## config.mk

```make
export PLATFORM = sky130hd
export DESIGN_NAME = alu_pipe_flat
export DESIGN_NICKNAME = d
export VERILOG_FILES = /design/src/rtl/alu_pipe_if.sv /design/src/rtl/alu_pipe.sv /design/src/flat_wrapper.sv
export SDC_FILE = /design/constraint.sdc
export NUM_CORES = 1
export LEC_CHECK = 0
export ABC_AREA = 1
export BUFFER_PORTS_ARGS = -buffer_cell sky130_fd_sc_hd__buf_2
export CORE_ASPECT_RATIO = 0.5
export CORE_MARGIN = 4
export CORE_UTILIZATION = 30
export DETAILED_ROUTE_END_ITERATION = 12
export GPL_ROUTABILITY_DRIVEN = 0
export PLACE_DENSITY_LB_ADDON = 0.3
export SLEW_MARGIN = 25
export SYNTH_ARGS = -nofsm -noshare
export SYNTH_HDL_FRONTEND = slang
export SYNTH_SLANG_ARGS = --single-unit
```

## constraint.sdc

```tcl
create_clock -name clk -period 2.4 [get_ports clk]
set_input_delay 0.48 -clock clk [delete_from_list [all_inputs] [get_ports clk]]
set_output_delay 0.48 -clock clk [all_outputs]
set_load 0.01 [all_outputs]
```

## src/rtl/alu_pipe_if.sv

```systemverilog
// Handshake and payload bundle for alu_pipe: operand side (in_*) and result side (out_*).
`timescale 1ns/1ps
interface alu_pipe_if #(
  parameter int unsigned WIDTH = 8,
  parameter int unsigned SEL_W = 4
);
  logic             in_valid;
  logic             in_ready;
  logic [WIDTH-1:0] a;
  logic [WIDTH-1:0] b;
  logic [SEL_W-1:0] alu_sel;
  logic             out_valid;
  logic             out_ready;
  logic [WIDTH-1:0] alu_out;
  logic             flag_c;
  logic             flag_v;
  logic             flag_z;
  logic             flag_n;

  modport master (
    output in_valid, a, b, alu_sel, out_ready,
    input  in_ready, out_valid, alu_out, flag_c, flag_v, flag_z, flag_n
  );

  modport slave (
    input  in_valid, a, b, alu_sel, out_ready,
    output in_ready, out_valid, alu_out, flag_c, flag_v, flag_z, flag_n
  );
endinterface

```

## src/rtl/alu_pipe.sv

```systemverilog
// Registered 16-op ALU with C/V/Z/N flags and a single-stage valid/ready output register.
`timescale 1ns/1ps
module alu_pipe #(
  parameter int unsigned WIDTH = 8,
  parameter int unsigned SEL_W = 4
) (
  input logic       clk,
  input logic       rst,
  alu_pipe_if.slave bus
);

  localparam int unsigned MSB = WIDTH - 1;

  typedef enum logic [SEL_W-1:0] {
    OP_ADD, OP_SUB, OP_AND, OP_OR, OP_NAND, OP_XOR, OP_NOT, OP_NOR,
    OP_XNOR, OP_INC, OP_ADC, OP_PASS_A, OP_PASS_B, OP_ZERO, OP_ONES, OP_REV
  } op_e;

  logic [WIDTH-1:0] res;
  logic [WIDTH:0]   sum;
  logic             carry;
  logic             ovf;
  logic             accept;

  // Single-stage pipe: a slot is free when empty or being drained this cycle.
  assign bus.in_ready = !bus.out_valid || bus.out_ready;
  assign accept       = bus.in_valid && bus.in_ready;

  always_comb begin
    res   = '0;
    sum   = '0;
    carry = 1'b0;
    ovf   = 1'b0;
    case (op_e'(bus.alu_sel))
      OP_ADD: begin
        sum   = {1'b0, bus.a} + {1'b0, bus.b};
        res   = sum[MSB:0];
        carry = sum[WIDTH];
        ovf   = (bus.a[MSB] == bus.b[MSB]) && (res[MSB] != bus.a[MSB]);
      end
      OP_SUB: begin
        res   = bus.a - bus.b;
        carry = bus.a < bus.b;
        ovf   = (bus.a[MSB] != bus.b[MSB]) && (res[MSB] != bus.a[MSB]);
      end
      OP_AND:    res = bus.a & bus.b;
      OP_OR:     res = bus.a | bus.b;
      OP_NAND:   res = ~(bus.a & bus.b);
      OP_XOR:    res = bus.a ^ bus.b;
      OP_NOT:    res = ~bus.a;
      OP_NOR:    res = ~(bus.a | bus.b);
      OP_XNOR:   res = ~(bus.a ^ bus.b);
      // The implicit addend 1 has MSB 0, so overflow only from a positive a.
      OP_INC: begin
        sum   = {1'b0, bus.a} + (WIDTH+1)'(1);
        res   = sum[MSB:0];
        carry = sum[WIDTH];
        ovf   = !bus.a[MSB] && res[MSB];
      end
      OP_ADC: begin
        sum   = {1'b0, bus.a} + {1'b0, bus.b} + (WIDTH+1)'(1);
        res   = sum[MSB:0];
        carry = sum[WIDTH];
        ovf   = (bus.a[MSB] == bus.b[MSB]) && (res[MSB] != bus.a[MSB]);
      end
      OP_PASS_A: res = bus.a;
      OP_PASS_B: res = bus.b;
      OP_ZERO:   res = '0;
      OP_ONES:   res = '1;
      OP_REV: begin
        for (int i = 0; i < int'(WIDTH); i++) res[i] = bus.a[int'(MSB) - i];
      end
      default:   res = '0;
    endcase
  end

  // Result register: reset wins; on drain-only the payload is kept, only valid drops.
  always_ff @(posedge clk) begin
    if (rst) begin
      bus.out_valid <= 1'b0;
      bus.alu_out   <= '0;
      bus.flag_c    <= 1'b0;
      bus.flag_v    <= 1'b0;
      bus.flag_z    <= 1'b0;
      bus.flag_n    <= 1'b0;
    end else if (accept) begin
      bus.out_valid <= 1'b1;
      bus.alu_out   <= res;
      bus.flag_c    <= carry;
      bus.flag_v    <= ovf;
      bus.flag_z    <= (res == '0);
      bus.flag_n    <= res[MSB];
    end else if (bus.out_ready) begin
      bus.out_valid <= 1'b0;
    end
  end

endmodule
```

## src/flat_wrapper.sv

```systemverilog
// flat-port wrapper written by rule: the top's interface ports become plain ports
module alu_pipe_flat 
#(
  parameter int unsigned WIDTH = 8,
  parameter int unsigned SEL_W = 4
)
  (clk, rst, bus_in_valid, bus_a, bus_b, bus_alu_sel, bus_out_ready, bus_in_ready, bus_out_valid, bus_alu_out, bus_flag_c, bus_flag_v, bus_flag_z, bus_flag_n);
  alu_pipe_if #(.WIDTH(WIDTH), .SEL_W(SEL_W)) bus_i ();
  input logic clk;
  input logic rst;
  input wire logic [$bits(bus_i.in_valid)-1:0] bus_in_valid;
  input wire logic [$bits(bus_i.a)-1:0] bus_a;
  input wire logic [$bits(bus_i.b)-1:0] bus_b;
  input wire logic [$bits(bus_i.alu_sel)-1:0] bus_alu_sel;
  input wire logic [$bits(bus_i.out_ready)-1:0] bus_out_ready;
  output wire logic [$bits(bus_i.in_ready)-1:0] bus_in_ready;
  output wire logic [$bits(bus_i.out_valid)-1:0] bus_out_valid;
  output wire logic [$bits(bus_i.alu_out)-1:0] bus_alu_out;
  output wire logic [$bits(bus_i.flag_c)-1:0] bus_flag_c;
  output wire logic [$bits(bus_i.flag_v)-1:0] bus_flag_v;
  output wire logic [$bits(bus_i.flag_z)-1:0] bus_flag_z;
  output wire logic [$bits(bus_i.flag_n)-1:0] bus_flag_n;
  assign bus_i.in_valid = bus_in_valid;
  assign bus_i.a = bus_a;
  assign bus_i.b = bus_b;
  assign bus_i.alu_sel = bus_alu_sel;
  assign bus_i.out_ready = bus_out_ready;
  assign bus_in_ready = bus_i.in_ready;
  assign bus_out_valid = bus_i.out_valid;
  assign bus_alu_out = bus_i.alu_out;
  assign bus_flag_c = bus_i.flag_c;
  assign bus_flag_v = bus_i.flag_v;
  assign bus_flag_z = bus_i.flag_z;
  assign bus_flag_n = bus_i.flag_n;
  alu_pipe #(.WIDTH(WIDTH), .SEL_W(SEL_W)) u_core (.clk(clk), .rst(rst), .bus(bus_i));
endmodule
```

==> qor.csv, run 1 <==
stage;metric;value;unit
route;remaining antenna violation count;0;
yosys;syn_area_per_cell;5.48;um^2
clocking;Skew-Pair Late Insertion Delay;0.23;ns
floorplanning;chip height;73.2;um
worst_setup_path;CP Max Fanout;3;
cells_and_area;nets;626;
clocking;clock sinks;12;
route;DRC viols;0;
place;Port Buffers;37;
timing;fin crit share;0.981;
yosys;Cells after Synth;465;
worst_setup_path;FF-to-FF path depth;11;
place;hpwl dp;7.87;mm
worst_setup_path;reg2reg setup slack;0.99;ns
worst_setup_path;crit-path max cell delay;0.43;ns
yosys;Post-synth ARST share;0;
timing;Fin. Hold Viols;0;
timing;actual slew at the worst max-slew pin;0.431;ns
worst_setup_path;Crit path required time;2.57;ns
clocking;hold buffer count at CTS;0;
worst_setup_path;critical path type;input pin to flop;
yosys;Synth Flop Type;dfxtp_1;
worst_setup_path;CP top delay family;simple AND/OR/NAND/NOR gates;
yosys;flops & latches, synth;12;
clocking;TritonCTS clock tree;built;
job;Max-cap violations;0;
route;Vias/cell;5.10;
route;Starting DRT DRC Count;333;
route;DR WL/cell;14.3;um
min_path;Hold Path End;u_core.bus.flag_v$_SDFFE_PP0P_;
clocking;Clock Tree Root;clkbuf_16;
timing;fin worst setup slack;0.0458;ns
route;DRT Pass-1 Iters;5;
min_path;depth of the worst hold-timing path;2;
yosys;sequential cell area fraction in the yosys report;0.0943;
pwr;peak supply drop;264;uV
cells_and_area;Non-Filler Instances;683;
timing;Pins Over Slew Limit;0;
floorplanning;I/O pin total;38;
yosys;Synth Warn #;0;
route;Vias;3483;
route;DRT Wirelength;9.75;mm
timing;clk_skew;0.000822;ns
place;post-placement cell area;3350;um^2
worst_setup_path;worst setup path startpoint;bus_a[0];
pwr;Pwr Density;344;nW/um^2
timing;Setup violations, final;0;
worst_setup_path;RR Endpoint;u_core.bus.flag_z$_SDFFE_PP0P_;
worst_setup_path;r2r startpoint;u_core.bus.out_valid$_SDFFE_PP0P_;
worst_setup_path;Buf/Inv on CP;5;
global_routing;vias in the first global route;3162;
yosys;EDFF count, synth;0;
worst_setup_path;critical path, cell by cell;buf_8 -> ha_4 -> inv_2 -> fa_2 -> inv_2 -> ha_4 -> inv_4 -> nor2_4 -> inv_2 -> nand3_2 -> nand4_1 -> nor2_1 -> nand3_1 -> nor2_1 -> nand3_1 -> nor2_1 -> nand2_1 -> a21oi_2;
cells_and_area;Finished Cell Area;3630;um^2
cells_and_area;layout cells sized above 1;0.313;
clocking;H-Tree Depth;1;
timing;crit path time final;2.35;ns
global_routing;first-pass GRT wire length;15.6;mm
clocking;clock transition at the register clock pins on the worst setup and hold paths after CTS;0.04;ns
worst_setup_path;crit path capture type;flop;
global_routing;pin count of the biggest net entering global routing;16;
cells_and_area;# diodes;0;
floorplanning;initial cell density of the core;0.313;
clocking;cts bufs inserted;3;
place;placed insts;677;
worst_setup_path;crit path DAT;2.52;ns
floorplanning;die footprint;10100;um^2
min_path;Worst Min Path Start;u_core.bus.flag_v$_SDFFE_PP0P_;
timing;Slew headroom;0.713;
worst_setup_path;CP max stage cell;fa_2;
floorplanning;num rows;23;
global_routing;Tot GR Track Use;0.189;
min_path;Worst Hold Class;flop to flop;
pwr;Static Leak;1.82;nW
place;Setup WS pre-CTS;-0.299;ns
floorplanning;Core ar.;8140;um^2
timing;max frequency;425;MHz
global_routing;initial antenna violation count;0;
yosys;post-synthesis cell area;2550;um^2
yosys;net count after synthesis;518;
global_routing;grt total ovfl;0;
cells_and_area;Layout area overhead;42.3;%
timing;RSZ-0062 raised after global routing;yes;
outcome;status;finished clean;
floorplanning;chip width;138;um
clocking;Max Root-Sink Buffers;2;
worst_setup_path;startpoint types;input pin;
yosys;Netlist cell types;35;
## placed cells by master, fill, tap and decap left out, types with 12 or more instances in the layout
master / count
inv_2: 14
nand4_1: 13
nor2_1: 64
dfxtp_1: 12
buf_4: 73
o21ai_0: 27
a21oi_1: 20
nand2_1: 120
nand3_1: 41
buf_2: 35
inv_1: 42
ha_1: 19
## worst max path at each step
stage,end,slack (ns),depth (start not counted)
6_report,u_core.bus.flag_z$_SDFFE_PP0P_,0.05,18
2_1_floorplan,u_core.bus.flag_c$_SDFFE_PP0P_,0.003,16
4_1_cts,u_core.bus.flag_z$_SDFFE_PP0P_,0.02,17
5_1_grt,u_core.bus.flag_z$_SDFFE_PP0P_,-0.09,18
3_5_place_dp,u_core.bus.flag_z$_SDFFE_PP0P_,-0.30,18
3_3_place_gp,u_core.bus.flag_z$_SDFFE_PP0P_,-0.27,18
## kinds of logic after synthesis
| group | after synthesis | share of synthesized area |
|---|---|---|
| simple gates | 279 | 0.474 |
| compound gates | 73 | 0.158 |
| buf+inv | 68 | 0.111 |
| fa+ha+maj | 29 | 0.148 |
| flops | 12 | 0.0943 |
| xor+xnor | 4 | 0.0138 |
## final cells by class
class                      instances  area, um^2
timing repair buffer             110         749
fill                             854        4520
tap                              112         140
clock buffer                       3        75.1
multi-input combinational        385        2180
inverter                          61         236
sequential                        12         240
## registers in the layout, indices dropped and copies added (netlist names)
register,cells
u_core.bus.out_valid,1
u_core.bus.flag_c,1
u_core.bus.flag_z,1
u_core.bus.flag_v,1
u_core.bus.flag_n,1
u_core.bus.alu_out,7
## routing by layer
| metal | routed length [um] | vias up | track usage |
|---|---|---|---|
| met3 | 1150 | 13 | 0.0478 |
| met2 | 3790 | 196 | 0.278 |
| met5 | 0 | - | 0 |
| met4 | 100 | 0 | 0.0416 |
| met1 | 4710 | 1527 | 0.276 |
| li1 | - | 1747 | - |
## report_power, final
part | internal, mW | total (mW) | switching (mW) | leakage (nW)
logic | 0.315 | 0.738 | 0.423 | 1.68
registers | 0.216 | 0.223 | 0.00699 | 0.0990
clock network | 0.216 | 0.287 | 0.0717 | 0.0370
## tightest hold or removal path, stage by stage (launching register included)
cell and delay (ns):
dfxtp_1 0.30, nand2_1 0.06, a21oi_1 0.05
## through the flow
stage	hold slack [ns]	setup TNS [ns]	power (mW)	utilization
global placement	0.451	-0.978	0.877	0.411
finish	0.460	0	1.25	0.445
floorplan	0.484	0	0.590	-
global route	0.482	-0.107	1.34	0.445
CTS	0.462	0	1.18	0.424
detailed placement	0.455	-1.26	0.880	0.411
## synthesized netlist by cell type (5+ instances only)
library cell,number,area share
nand3_1,46,0.090
nand4_1,13,0.032
inv_1,49,0.072
nand2_2,5,0.012
dfxtp_1,12,0.094
nor3_1,5,0.0098
inv_2,8,0.012
nor2_1,69,0.10
nand2_1,125,0.18
a21oi_1,24,0.047
o22ai_1,11,0.027
ha_1,27,0.13
o21ai_0,27,0.053
nor2_2,7,0.017
## what timing repair did
action / 4_1_cts / 5_1_grt
pin swaps: 2 / 16
resized for setup: 5 / 46
hold endpoints to repair: 0 / 0
endpoints found under the setup margin: 1 / 7
setup buffers: 1 / 2
No activity file was read; power rests on OpenSTA's default activity.
==> run 2: changes to the inputs <==
GPL_TIMING_DRIVEN = 0   (was not set)
==> run 2 against run 1 <==
The flow now finishes with violations (negative setup slack). Flip-flop and latch count is the same. Clock skew shrank 0.00063 ns. First-iteration DRC count grew 34%. Final area shrank 8.0%. Sequential share of layout area grew 0.58 points. Critical path type unchanged. Critical endpoint is now u_core.bus.alu_out[2]$_SDFFE_PP0P_. Largest cell class unchanged. Largest power group unchanged. Highest routed layer unchanged.
==> qor.csv, run 2 (same netlist as run 1, synthesis figures left out) <==
stage;metric;value;unit;change
worst_setup_path;critical path type;input pin to flop;;unchanged
timing;fin crit share;1.05;;was 0.981
global_routing;pin count of the biggest net entering global routing;11;;was 16
place;hpwl dp;7.08;mm;was 7.87 mm
floorplanning;chip height;73.2;um;unchanged
timing;max frequency;398;MHz;was 425 MHz
cells_and_area;Fillers;859;;was 854
cells_and_area;# diodes;0;;unchanged
worst_setup_path;crit path DAT;2.64;ns;was 2.52 ns
place;Port Buffers;36;;was 37
timing;Setup violations, final;2;;was 0
pwr;peak supply drop;277;uV;was 264 uV
cells_and_area;nets;578;;was 626
floorplanning;I/O pin total;38;;unchanged
worst_setup_path;startpoint types;input pin;;unchanged
cells_and_area;commonest non-fill, non-tap cell in the layout;nand2_1;;unchanged
route;DRC viols;0;;unchanged
worst_setup_path;Crit path required time;2.53;ns;was 2.57 ns
cells_and_area;layout cells sized above 1;0.279;;was 0.313
cells_and_area;Layout area overhead;30.9;%;was 42.3%
clocking;hold buffer count at CTS;0;;unchanged
route;remaining antenna violation count;0;;unchanged
outcome;failing checks;negative setup slack;;
route;Vias/cell;5.06;;was 5.10
job;Max-cap violations;0;;unchanged
route;DRT Pass-1 Iters;5;;unchanged
clocking;H-Tree Depth;1;;unchanged
timing;Pins Over Slew Limit;0;;unchanged
floorplanning;Core ar.;8140;um^2;unchanged
pwr;Pwr Density;356;nW/um^2;was 344 nW/um^2
timing;clk_skew;0.000188;ns;was 0.000822 ns
floorplanning;die footprint;10100;um^2;unchanged
route;DRT Wirelength;9.29;mm;was 9.75 mm
timing;Slew headroom;0.506;;was 0.713
timing;Fin. Hold Viols;0;;unchanged
clocking;Skew-Pair Late Insertion Delay;0.24;ns;was 0.23 ns
pwr;total chip power;1.19;mW;was 1.25 mW
global_routing;vias in the first global route;2724;;was 3162
global_routing;grt total ovfl;0;;unchanged
route;DR WL/cell;14.6;um;was 14.3 um
route;Vias;3212;;was 3483
clocking;TritonCTS clock tree;built;;unchanged
timing;actual slew at the worst max-slew pin;0.739;ns;was 0.431 ns
clocking;cts bufs inserted;3;;unchanged
global_routing;Tot GR Track Use;0.174;;was 0.189
outcome;status;complete, but fails checks;;was finished clean
global_routing;initial antenna violation count;0;;unchanged
timing;RSZ-0062 raised after global routing;yes;;unchanged
clocking;Clock Tree Root;clkbuf_16;;unchanged
pwr;Static Leak;1.59;nW;was 1.82 nW
floorplanning;num rows;23;;unchanged
cells_and_area;Reg with most FFs;u_core.bus.alu_out;;unchanged
clocking;Max Root-Sink Buffers;2;;unchanged
timing;setup_tns;-0.186;ns;was 0 ns
floorplanning;chip width;138;um;unchanged
cells_and_area;most frequent cells in the layout;nand2_1 (115), nor2_1 (61), inv_1 (36);;was nand2_1 (120), buf_4 (73), nor2_1 (64)
route;Starting DRT DRC Count;446;;was 333
timing;fin worst setup slack;-0.112;ns;was 0.0458 ns
worst_setup_path;crit path capture type;flop;;unchanged
min_path;Worst Hold Class;flop to flop;;unchanged
floorplanning;initial cell density of the core;0.313;;unchanged
timing;crit path time final;2.51;ns;was 2.35 ns
clocking;clock transition at the register clock pins on the worst setup and hold paths after CTS;0.04;ns;about the same
worst_setup_path;CP Max Fanout;4;;was 3
global_routing;first-pass GRT wire length;14.2;mm;was 15.6 mm
clocking;clock sinks;12;;unchanged
cells_and_area;max reg flops;7;;unchanged
[run 2: worst max-delay path, stage by stage]
cell     delay [ns]
buf_12         0.11
ha_4           0.17
inv_2          0.06
fa_2           0.45
inv_2          0.10
ha_4           0.14
inv_4          0.04
nor2_4         0.08
inv_2          0.04
nand3_2        0.09
nand4_1        0.12
nor2_2         0.11
nand3_2        0.14
buf_4          0.17
buf_6          0.10
buf_4          0.12
nor2_1         0.08
nor2_1         0.04
[run 2: worst paths after layout]
kind	depth (start not counted)	end	slack, ns	from
worst max-delay path	18	u_core.bus.alu_out[2]$_SDFFE_PP0P_	-0.11	bus_a[0]
worst min-delay path	2	u_core.bus.flag_z$_SDFFE_PP0P_	0.47	u_core.bus.flag_z$_SDFFE_PP0P_
worst max register to register	11	u_core.bus.flag_z$_SDFFE_PP0P_	0.78	u_core.bus.out_valid$_SDFFE_PP0P_
worst min register to register	2	u_core.bus.flag_z$_SDFFE_PP0P_	0.47	u_core.bus.flag_z$_SDFFE_PP0P_
[run 2: layer usage]
layer / track usage / vias to the layer above / part of all wire
met5: 0 / - / 0
li1: - / 1650 / -
met3: 0.0242 / 14 / 0.11
met4: 0.0526 / 0 / 0.021
met1: 0.264 / 1389 / 0.47
met2: 0.253 / 159 / 0.40
[run 2: what timing repair did]
item,CTS,global route
setup endpoints to repair,6,6
gates resized for setup,17,60
buffers inserted,3,16
cloned,0,0
pin swaps,4,28
[run 2: area by class of cell]
class,count,area (um^2),share of cell area
clock buffers,3,75.1,0.0225
multi-input cells,385,2220,0.665
well taps,112,140,0.0420
plain buffers,7,58.8,0.0176
inverters,61,249,0.0747
flip-flops and latches,12,240,0.0720
repair buffers,55,355,0.107
[run 2: metrics by stage]
step                hold WS [ns]  setup WS, ns  cells  area [um^2]   util
detailed placement         0.454        -0.637    613         2870  0.352
finish                     0.465        -0.112    635         3330  0.409
CTS                        0.457       -0.0499    619         3020  0.371
floorplan                  0.484       0.00328    465         2550      -
global route               0.495        -0.226    635         3330  0.409
global placement           0.451        -0.640    613         2870  0.352
[run 2: power breakdown]
part           switching, mW  internal, mW  total (mW)
logic                  0.421         0.251       0.672
clock network         0.0774         0.216       0.293
registers            0.00689         0.216       0.222
total                  0.505         0.683        1.19
==> run 3: changes to the inputs <==
CORE_UTILIZATION = 53   (was 30)
PLACE_DENSITY = 0.84   (was not set)
PLACE_DENSITY_LB_ADDON = not set   (was 0.3)
REMOVE_ABC_BUFFERS = 1   (was not set)
==> run 3 against run 2 <==
Largest cell class unchanged. Clock skew up 0.00080 ns. Worst hold slack worse by 0.010 ns. The run still ends with negative setup slack left. Register-to-register slack worse by 0.15 ns. Routed wire length down 6.5%. Critical endpoint is now u_core.bus.flag_z$_SDFFE_PP0P_. First-iteration DRC count up 13%. Final area down 5.1%.
==> qor.csv, run 3 (same netlist as run 1, synthesis figures left out) <==
stage;metric;value;unit;change
floorplanning;initial cell density of the core;0.565;;was 0.313
cells_and_area;commonest non-fill, non-tap cell in the layout;nand2_1;;unchanged
route;Vias/cell;5.83;;was 5.06
floorplanning;chip height;57.0;um;was 73.2 um
route;remaining antenna violation count;0;;unchanged
cells_and_area;Reg with most FFs;u_core.bus.alu_out;;unchanged
pwr;Comb power frac;0.617;;was 0.566
timing;clk_skew;0.000986;ns;was 0.000188 ns
clocking;clock sinks;12;;unchanged
pwr;Static Leak;1.53;nW;was 1.59 nW
clocking;cts bufs inserted;3;;unchanged
pwr;Pwr Density;329;nW/um^2;was 356 nW/um^2
timing;worst hold slack;0.455;ns;was 0.465 ns
pwr;NetSw;479;uW;was 505 uW
clocking;TritonCTS clock tree;built;;unchanged
route;DRC viols;0;;unchanged
worst_setup_path;critical path, cell by cell;buf_12 -> ha_4 -> inv_2 -> fa_2 -> inv_2 -> ha_4 -> inv_4 -> nor2_4 -> inv_2 -> nand3_2 -> nand4_1 -> nor2_2 -> nand3_2 -> nor2_1 -> nand3_1 -> nor2_1 -> nand2_1 -> a21oi_1;;was buf_12 -> ha_4 -> inv_2 -> fa_2 -> inv_2 -> ha_4 -> inv_4 -> nor2_4 -> inv_2 -> nand3_2 -> nand4_1 -> nor2_2 -> nand3_2 -> buf_4 -> buf_6 -> buf_4 -> nor2_1 -> nor2_1
outcome;failing checks;negative setup slack;;unchanged
timing;actual slew at the worst max-slew pin;0.742;ns;was 0.739 ns
clocking;Max Root-Sink Buffers;2;;unchanged
timing;crit path time final;2.41;ns;was 2.51 ns
pwr;internal power;561;uW;was 683 uW
global_routing;grt total ovfl;0;;unchanged
clocking;Skew-Pair Late Insertion Delay;0.24;ns;about the same
floorplanning;num rows;17;;was 23
global_routing;vias in the first global route;2799;;was 2724
pwr;total chip power;1.04;mW;was 1.19 mW
min_path;Worst Hold Class;flop to flop;;unchanged
cells_and_area;Finished Cell Area;3160;um^2;was 3330 um^2
job;Max-cap violations;0;;unchanged
place;hpwl dp;6.39;mm;was 7.08 mm
global_routing;first-pass GRT wire length;13.0;mm;was 14.2 mm
worst_setup_path;crit-path max cell delay;0.43;ns;was 0.45 ns
worst_setup_path;startpoint types;input pin;;unchanged
timing;Slew headroom;0.503;;was 0.506
cells_and_area;most frequent cells in the layout;nand2_1 (120), nor2_1 (63), nand3_1 (41);;was nand2_1 (115), nor2_1 (61), inv_1 (36)
cells_and_area;# diodes;0;;unchanged
worst_setup_path;CP Max Fanout;4;;unchanged
worst_setup_path;crit path DAT;2.58;ns;was 2.64 ns
place;post-placement cell area;2770;um^2;was 2870 um^2
route;Vias;3376;;was 3212
clocking;H-Tree Depth;1;;unchanged
route;DRT Wirelength;8.68;mm;was 9.29 mm
floorplanning;I/O pin total;38;;unchanged
worst_setup_path;CP max stage cell;fa_2;;unchanged
route;Starting DRT DRC Count;506;;was 446
floorplanning;Core ar.;4510;um^2;was 8140 um^2
worst_setup_path;critical path type;input pin to flop;;unchanged
place;Port Buffers;37;;was 36
pwr;peak supply drop;144;uV;was 277 uV
clocking;clock transition at the register clock pins on the worst setup and hold paths after CTS;0.05;ns;was 0.04 ns
cells_and_area;nets;568;;was 578
worst_setup_path;CP dominant cell by count;inv_2;;unchanged
worst_setup_path;Crit path required time;2.57;ns;was 2.53 ns
global_routing;pin count of the biggest net entering global routing;17;;was 11
place;placed insts;561;;was 613
timing;Setup violations, final;1;;was 2
outcome;status;complete, but fails checks;;unchanged
floorplanning;chip width;106;um;was 138 um
route;DR WL/cell;15.0;um;was 14.6 um
timing;fin worst setup slack;-0.00693;ns;was -0.112 ns
cells_and_area;Fillers;429;;was 859
worst_setup_path;Buf/Inv on CP;5;;was 8
route;DRT Pass-1 Iters;6;;was 5
floorplanning;die footprint;6050;um^2;was 10100 um^2
pwr;register share of total power;0.213;;was 0.187
timing;Pins Over Slew Limit;0;;unchanged
worst_setup_path;crit path capture type;flop;;unchanged
clocking;Clock Tree Root;clkbuf_8;;was clkbuf_16
global_routing;Tot GR Track Use;0.263;;was 0.174
timing;fin crit share;1.00;;was 1.05
pwr;switching share of power;0.460;;was 0.425
timing;max frequency;415;MHz;was 398 MHz
timing;Fin. Hold Viols;0;;unchanged
cells_and_area;layout cells sized above 1;0.250;;was 0.279
pwr;Clk pwr share;0.170;;was 0.247
cells_and_area;Non-Filler Instances;579;;was 635
timing;RSZ-0062 raised after global routing;yes;;unchanged
worst_setup_path;CP top delay family;simple AND/OR/NAND/NOR gates;;was adder cells
cells_and_area;Layout area overhead;24.2;%;was 30.9%
global_routing;initial antenna violation count;0;;unchanged
clocking;hold buffer count at CTS;0;;unchanged
cells_and_area;max reg flops;7;;unchanged
-- run 3: cell count changes in the layout (fill, tap and decap cells not counted), moves of 3 or more --
cell       previous run  this run
buf_4                20        16
ha_4                  3         7
ha_1                 24        19
buf_6                 5         1
nand3_1              35        41
nand2_1             115       120
clkbuf_16             3         0
nand3_2              12         6
nand2_2              14        10
clkbuf_8              0         3
-- run 3: power groups by stage --
stage | Sequential [mW] | Combinational [mW] | Clock (mW)
finish | 0.221 | 0.642 | 0.177
global route | 0.223 | 0.704 | 0.195
CTS | 0.221 | 0.530 | 0.183
detailed placement | 0.225 | 0.500 | 0
global placement | 0.225 | 0.490 | 0
floorplan | 0.234 | 0.343 | 0
-- run 3: stage by stage --
| stage | util | setup TNS, ns | setup WS [ns] |
|---|---|---|---|
| after global placement | 0.613 | -3.00 | -0.563 |
| after global routing | 0.702 | -0.515 | -0.170 |
| after detailed placement | 0.613 | -3.42 | -0.596 |
| final | 0.702 | -0.00693 | -0.00693 |
| after CTS | 0.643 | 0 | 0.00191 |
| after floorplan | - | -0.00209 | -0.00209 |
-- run 3: repair_timing --
action / CTS / global route
buffers inserted: 3 / 12
setup endpoints to repair: 6 / 6
pin swaps: 5 / 20
gates resized for setup: 17 / 51
-- run 3: layout make-up --
type                    instances  area (um^2)  share of cell area
flip-flops and latches         12          240              0.0759
repair buffers                 52          334               0.106
inverters                      61          248              0.0783
clock buffers                   3         41.3              0.0130
well taps                      66         82.6              0.0261
multi-input cells             385         2220               0.701
-- run 3: worst paths after layout --
kind                                startpoint                             end  slack, ns  cells after the start
max                                   bus_a[0]  u_core.bus.flag_z$_SDFFE_PP0P_     -0.007                     18
min             u_core.bus.flag_z$_SDFFE_PP0P_  u_core.bus.flag_z$_SDFFE_PP0P_       0.46                      2
max reg2reg  u_core.bus.out_valid$_SDFFE_PP0P_  u_core.bus.flag_z$_SDFFE_PP0P_       0.63                     11
min reg2reg     u_core.bus.flag_z$_SDFFE_PP0P_  u_core.bus.flag_z$_SDFFE_PP0P_       0.46                      2
-- run 3: per-layer routing --
| metal | part of all wire | global-route usage |
|---|---|---|
| met3 | 0.15 | 0.0757 |
| met1 | 0.42 | 0.375 |
| met4 | 0.024 | 0.0812 |
| met2 | 0.40 | 0.381 |
| met5 | 0 | 0 |
-- run 3: worst register-to-register path: stages, from the launching register on --
cell and delay [ns]:
dfxtp_1 0.30, nand2_1 0.09, nand2_1 0.16, inv_1 0.36, nand2_1 0.10, nor2_1 0.15
nand2_1 0.07, nor2_1 0.10, nand3_1 0.08, nor2_1 0.10, nand2_1 0.07, a21oi_1 0.12
